===== config.mk =====
export PLATFORM = sky130hd
export DESIGN_NAME = atm_session_ctrl
export DESIGN_NICKNAME = d
export VERILOG_FILES = /design/src/rtl/atm_session_ctrl.sv
export SDC_FILE = /design/constraint.sdc
export NUM_CORES = 1
export LEC_CHECK = 0
export ABC_AREA = 1
export BUFFER_PORTS_ARGS = -buffer_cell sky130_fd_sc_hd__buf_2
export CELL_PAD_IN_SITES_DETAIL_PLACEMENT = 0
export CELL_PAD_IN_SITES_GLOBAL_PLACEMENT = 1
export CORE_UTILIZATION = 35
export DETAILED_ROUTE_END_ITERATION = 10
export PLACE_DENSITY = 0.77
export SLEW_MARGIN = 0
export SYNTH_ARGS = -nofsm -noshare
export SYNTH_HDL_FRONTEND = slang
export SYNTH_SLANG_ARGS = --single-unit
export TNS_END_PERCENT = 30

===== constraint.sdc =====
create_clock -name clk -period 2.05 [get_ports clk]
set_clock_uncertainty 0.1 [all_clocks]
set_input_delay 0.1025 -clock clk [delete_from_list [all_inputs] [get_ports clk]]
set_output_delay 0.1025 -clock clk [all_outputs]
set_load 0.01 [all_outputs]

===== src/rtl/atm_session_ctrl.sv =====
// ATM session controller: card insertion, PIN check with retry limit and
// lockout, withdrawal validation against a held balance, dispense handshake
// and an inactivity timeout. All outputs come straight from registers.
//
// Handshake: pin_valid / amt_valid are one-cycle strobes that are consumed
// only in the state that samples them (dropped elsewhere, never queued);
// dispense_req stays high for the whole DISPENSE state and the dispenser
// answers with a one-cycle dispense_ack, which completes the withdrawal.
module atm_session_ctrl #(
  parameter int               PIN_W        = 16,
  parameter logic [PIN_W-1:0] PIN_VALUE    = 16'h1234,
  parameter int               AMT_W        = 16,
  parameter int               BAL_W        = 24,
  parameter int               INIT_BALANCE = 500,
  parameter int               MAX_TRIES    = 3,
  parameter int               TIMEOUT_CYC  = 1000,
  parameter int               LOCK_CYC     = 5000
) (
  input  logic             clk,
  input  logic             reset,
  input  logic             card_in,
  input  logic             pin_valid,
  input  logic [PIN_W-1:0] pin,
  input  logic             amt_valid,
  input  logic [AMT_W-1:0] amount,
  input  logic             cancel,
  input  logic             dispense_ack,
  output logic [2:0]       state,
  output logic             pin_ok,
  output logic             pin_err,
  output logic             amt_err,
  output logic             timeout,
  output logic             done,
  output logic             locked,
  output logic             dispense_req,
  output logic [AMT_W-1:0] dispense_amt,
  output logic [BAL_W-1:0] balance,
  output logic [3:0]       tries_left
);

  typedef enum logic [2:0] {
    S_IDLE   = 3'd0,
    S_PIN    = 3'd1,
    S_AMOUNT = 3'd2,
    S_DISP   = 3'd3,
    S_LOCKED = 3'd4
  } state_t;

  // One counter serves both the inactivity timer and the lockout duration;
  // the two are never live at the same time.
  localparam int CNT_MAX = (TIMEOUT_CYC > LOCK_CYC) ? TIMEOUT_CYC : LOCK_CYC;
  localparam int TW      = (CNT_MAX > 2) ? $clog2(CNT_MAX) : 1;
  localparam logic [TW-1:0]    TO_LAST    = TW'(TIMEOUT_CYC - 1);
  localparam logic [TW-1:0]    LK_LAST    = TW'(LOCK_CYC - 1);
  localparam logic [3:0]       TRIES_INIT = 4'(MAX_TRIES);
  localparam logic [BAL_W-1:0] BAL_INIT   = BAL_W'(INIT_BALANCE);

  state_t           state_q, state_d;
  logic [TW-1:0]    timer_q, timer_d;
  logic [3:0]       tries_q, tries_d;
  logic [BAL_W-1:0] bal_q, bal_d;
  logic [AMT_W-1:0] amt_q, amt_d;
  logic             pin_ok_q, pin_ok_d;
  logic             pin_err_q, pin_err_d;
  logic             amt_err_q, amt_err_d;
  logic             timeout_q, timeout_d;
  logic             done_q, done_d;
  logic             locked_q, req_q;

  // Next-state, counter and pulse decisions for the session FSM.
  always_comb begin
    state_d   = state_q;
    timer_d   = timer_q;
    tries_d   = tries_q;
    bal_d     = bal_q;
    amt_d     = amt_q;
    pin_ok_d  = 1'b0;
    pin_err_d = 1'b0;
    amt_err_d = 1'b0;
    timeout_d = 1'b0;
    done_d    = 1'b0;
    case (state_q)
      S_IDLE: begin
        if (card_in) begin
          state_d = S_PIN;
          tries_d = TRIES_INIT;
          timer_d = '0;
        end
      end
      S_PIN: begin
        if (cancel) begin
          state_d = S_IDLE;
        end else if (pin_valid) begin
          timer_d = '0;
          if (pin == PIN_VALUE) begin
            state_d  = S_AMOUNT;
            pin_ok_d = 1'b1;
          end else begin
            pin_err_d = 1'b1;
            tries_d   = tries_q - 4'd1;
            // Last attempt used up: the counter restarts as the lock timer.
            if (tries_q == 4'd1) state_d = S_LOCKED;
          end
        end else if (timer_q == TO_LAST) begin
          state_d   = S_IDLE;
          timeout_d = 1'b1;
        end else begin
          timer_d = timer_q + 1'b1;
        end
      end
      S_AMOUNT: begin
        if (cancel) begin
          state_d = S_IDLE;
        end else if (amt_valid) begin
          timer_d = '0;
          // Approval is the only place underflow is prevented.
          if (amount == '0 || BAL_W'(amount) > bal_q) begin
            amt_err_d = 1'b1;
          end else begin
            amt_d   = amount;
            state_d = S_DISP;
          end
        end else if (timer_q == TO_LAST) begin
          state_d   = S_IDLE;
          timeout_d = 1'b1;
        end else begin
          timer_d = timer_q + 1'b1;
        end
      end
      S_DISP: begin
        if (dispense_ack) begin
          bal_d   = bal_q - BAL_W'(amt_q);
          done_d  = 1'b1;
          state_d = S_IDLE;
        end
      end
      S_LOCKED: begin
        if (timer_q == LK_LAST) begin
          state_d = S_IDLE;
          tries_d = TRIES_INIT;
        end else begin
          timer_d = timer_q + 1'b1;
        end
      end
      default: state_d = S_IDLE;
    endcase
  end

  // State, datapath and output registers; status levels follow the next state
  // so they line up with the state output.
  always_ff @(posedge clk) begin
    if (reset) begin
      state_q   <= S_IDLE;
      timer_q   <= '0;
      tries_q   <= TRIES_INIT;
      bal_q     <= BAL_INIT;
      amt_q     <= '0;
      pin_ok_q  <= 1'b0;
      pin_err_q <= 1'b0;
      amt_err_q <= 1'b0;
      timeout_q <= 1'b0;
      done_q    <= 1'b0;
      locked_q  <= 1'b0;
      req_q     <= 1'b0;
    end else begin
      state_q   <= state_d;
      timer_q   <= timer_d;
      tries_q   <= tries_d;
      bal_q     <= bal_d;
      amt_q     <= amt_d;
      pin_ok_q  <= pin_ok_d;
      pin_err_q <= pin_err_d;
      amt_err_q <= amt_err_d;
      timeout_q <= timeout_d;
      done_q    <= done_d;
      locked_q  <= (state_d == S_LOCKED);
      req_q     <= (state_d == S_DISP);
    end
  end

  assign state        = state_q;
  assign pin_ok       = pin_ok_q;
  assign pin_err      = pin_err_q;
  assign amt_err      = amt_err_q;
  assign timeout      = timeout_q;
  assign done         = done_q;
  assign locked       = locked_q;
  assign dispense_req = req_q;
  assign dispense_amt = amt_q;
  assign balance      = bal_q;
  assign tries_left   = tries_q;

endmodule


==> flow_summary.yaml <==
yosys:
  synth_area_per_cell_um2: 6.38
  syn_area_mm2: 0.00470
  yosys.cell_count.top_type: "nand2_1"
  yosysTopAreaCellShare_pct: 28.6
  ys_types: 42
  synth-edff-count: 0
  synthArstFlopShare_pct: 0
  postSynthNetCount: 811
  yosys.area.top_type: "dfxtp_1"
  ys_seq_area_share_pct: 28.6
  synth_commonest_cells: "nand2_1, inv_1, nor2_1"
  synthCells: 736
  synth_area_leaders: "dfxtp_1, nand2_1, ha_1"
  ys_warn_count: 0
  synthFlopType: "dfxtp_1"
  synth-seq-cells: 67
sta:
  worstMarginPinSlew_ns: 0.491
  rsz0062_at_grt: "yes"
  hold_violations: 0
  period_share_pct: 95.7
  max-slew-margin-rel_pct: 67.0
  setup_viol: 0
  holdWs_ns: 0.103
  tns_ns: 0
  finalWorstPathRequiredPeriod_ns: 1.96
  drv_slew: 0
  setup_ws_ns: 0.0889
  fmax_mhz: 510
placement:
  dp_hpwl_um: 10800
  numPortBuffers: 92
  preCtsSetupSlack_ns: -0.0335
  routabilityCongestion: 0.928
grt:
  use_met1_pct: 25.6
  met2_usage_pct: 34.9
  grt_remaining_overflow: 0
  grt_pass1_vias: 4808
  grt_pass1_wl_um: 23000
  grt_max_degree: 33
  grtUsageMet3_pct: 5.57
  track_usage_pct: 20.6
  top_usage_layer: "met2"
  antenna_found_initial: 0
floorplan:
  rows: 41
  fp.dieW_um: 118
  die_y_um: 118
  core_area_mm2: 0.0128
  io_pins: 93
  die_area_mm2: 0.0139
  initial_core_util_pct: 36.6
cts:
  htreeDepth: 3
  cts_made_buffers: 9
  clk_pin_slew_ns: 0.05
  clk_latency_ns: 0.34
  cts-root-buf: "clkbuf_16"
  cts.sinks: 67
  clockBufferDepth: 2
  cts_tree: "yes"
power_and_ir_drop:
  p_total_mw: 2.99
  leakagePower_nw: 3.17
  peakVddDrop_uv: 464
  power.density_mw_per_mm2: 473
min_path:
  min_path_type: "primary input to flop"
  holdPathStages: 4
  worstHoldStart: "dispense_ack"
routing:
  routedWlPerCell_um: 13.7
  routed-via-count: 5066
  drc: 0
  drt-total-wl_um: 14300
  drtPass1Iterations: 4
  avgViaCountPerCell: 4.89
  drt_iter0_drc: 268
  drtAntennaViolNets: 0
outcome:
  status: "completed"
finish:
  fill_cells: 1354
  n_antenna_cell: 0
  num-nets-final: 938
  syn2layout_area_growth_pct: 34.6
  drive_gt1_share_pct: 26.9
worst_setup_path:
  cp.required_ns: 2.18
  critPathMaxStageDelay_ns: 0.36
  crit_start: "balance[5]$_SDFFE_PP1P_"
  cp_max_fo: 21
  crit_chain: "inv_1 > ha_4 > nand2_1 > nor2_4 > and3_4 > nand3_2 > nand2_2 > nand3_4 > buf_12 > nor2_1 > nor2_1"
  cp.arrival_ns: 2.09
  cp-end-kind: "flop"
  crit_top_cell: "nor2_1"
  reg2reg_depth: 11
  startpoint_type: "flop"
  path_class: "flop to flop"
  r2r-start: "balance[5]$_SDFFE_PP1P_"
  slowest_stage: "dfxtp_2"
job:
  drv_cap: 0
-- flip-flops by register name (all words and copies together) (netlist names) --
register	cells
done	1
amt_err	1
timeout	1
dispense_req	1
pin_ok	1
tries_left	4
locked	1
balance	24
state	3
timer_q	13
dispense_amt	16
pin_err	1
-- what timing repair did --
action                                  CTS  global route
hold buffers                             17             0
resized for setup                         3            94
cloned                                    0             1
pin swaps                                 1            13
endpoints found under the setup margin    1            35
setup buffers                             0             4
hold endpoints to repair                 17             0
-- cell usage in the layout (no fill, tap or decap), types with 13 or more instances in the layout --
cell     instances
nand4_1         16
buf_2           84
inv_1          101
ha_1            16
nor2_1         106
ha_4            17
dfxtp_1         52
a21oi_1         51
nand2_2         20
nand2_1        159
inv_2           15
dfxtp_2         13
nand3_1         32
buf_4           24
o21ai_0         27
-- final timing paths --
path | endpoint | slack (ns)
setup / recovery | dispense_amt[9]$_SDFFE_PP0P_ | 0.09
hold / removal | dispense_req$_SDFF_PP0_ | 0.10
hold reg to reg | timer_q[1]$_SDFFE_PP0P_ | 0.39
setup reg to reg | dispense_amt[9]$_SDFFE_PP0P_ | 0.09
-- cell families (layout without fill, tap and decap cells) --
| family | Yosys count | after routing | share of synthesized area [%] |
|---|---|---|---|
| flops | 67 | 67 | 28.6 |
| compound gates | 117 | 117 | 13.8 |
| buf+inv | 129 | 258 | 11.1 |
| fa+ha+maj | 36 | 36 | 9.75 |
| xor+xnor | 5 | 5 | 0.933 |
| simple gates | 382 | 382 | 35.8 |
-- layer usage --
metal / vias up / part of all wire [%]
met5: - / 0
met4: 0 / 1.1
met3: 15 / 5.4
met2: 126 / 47
met1: 2299 / 46
li1: 2626 / -
-- per-stage QoR --
step	area (um2)	utilization, %	std cells
6_report	6320	49.3	1037
5_1_grt	6320	49.3	1037
4_1_cts	5910	46.1	1040
3_5_place_dp	5480	42.8	1010
3_3_place_gp	5480	42.8	1010
2_1_floorplan	4700	-	736
-- power by group --
part	switching [mW]	total (mW)	internal [mW]
Sequential	0.00621	1.31	1.31
Combinational	0.172	0.295	0.122
Clock	0.549	1.38	0.832
-- layout make-up --
cell class	instances	area [um2]	area share, %
well taps	172	215	3.41
flip-flops and latches	67	1370	21.6
inverters	116	435	6.89
multi-input cells	540	3190	50.5
repair buffers	129	863	13.7
clock buffers	13	250	3.96
-- worst max-delay path: cells and delay by family, from the launching register on --
kind / cells / cell delay, ns
flops: 1 / 0.36
simple gates: 8 / 0.83
fa+ha+maj: 1 / 0.28
buf+inv: 2 / 0.28
(Power assumes the default switching activity.)
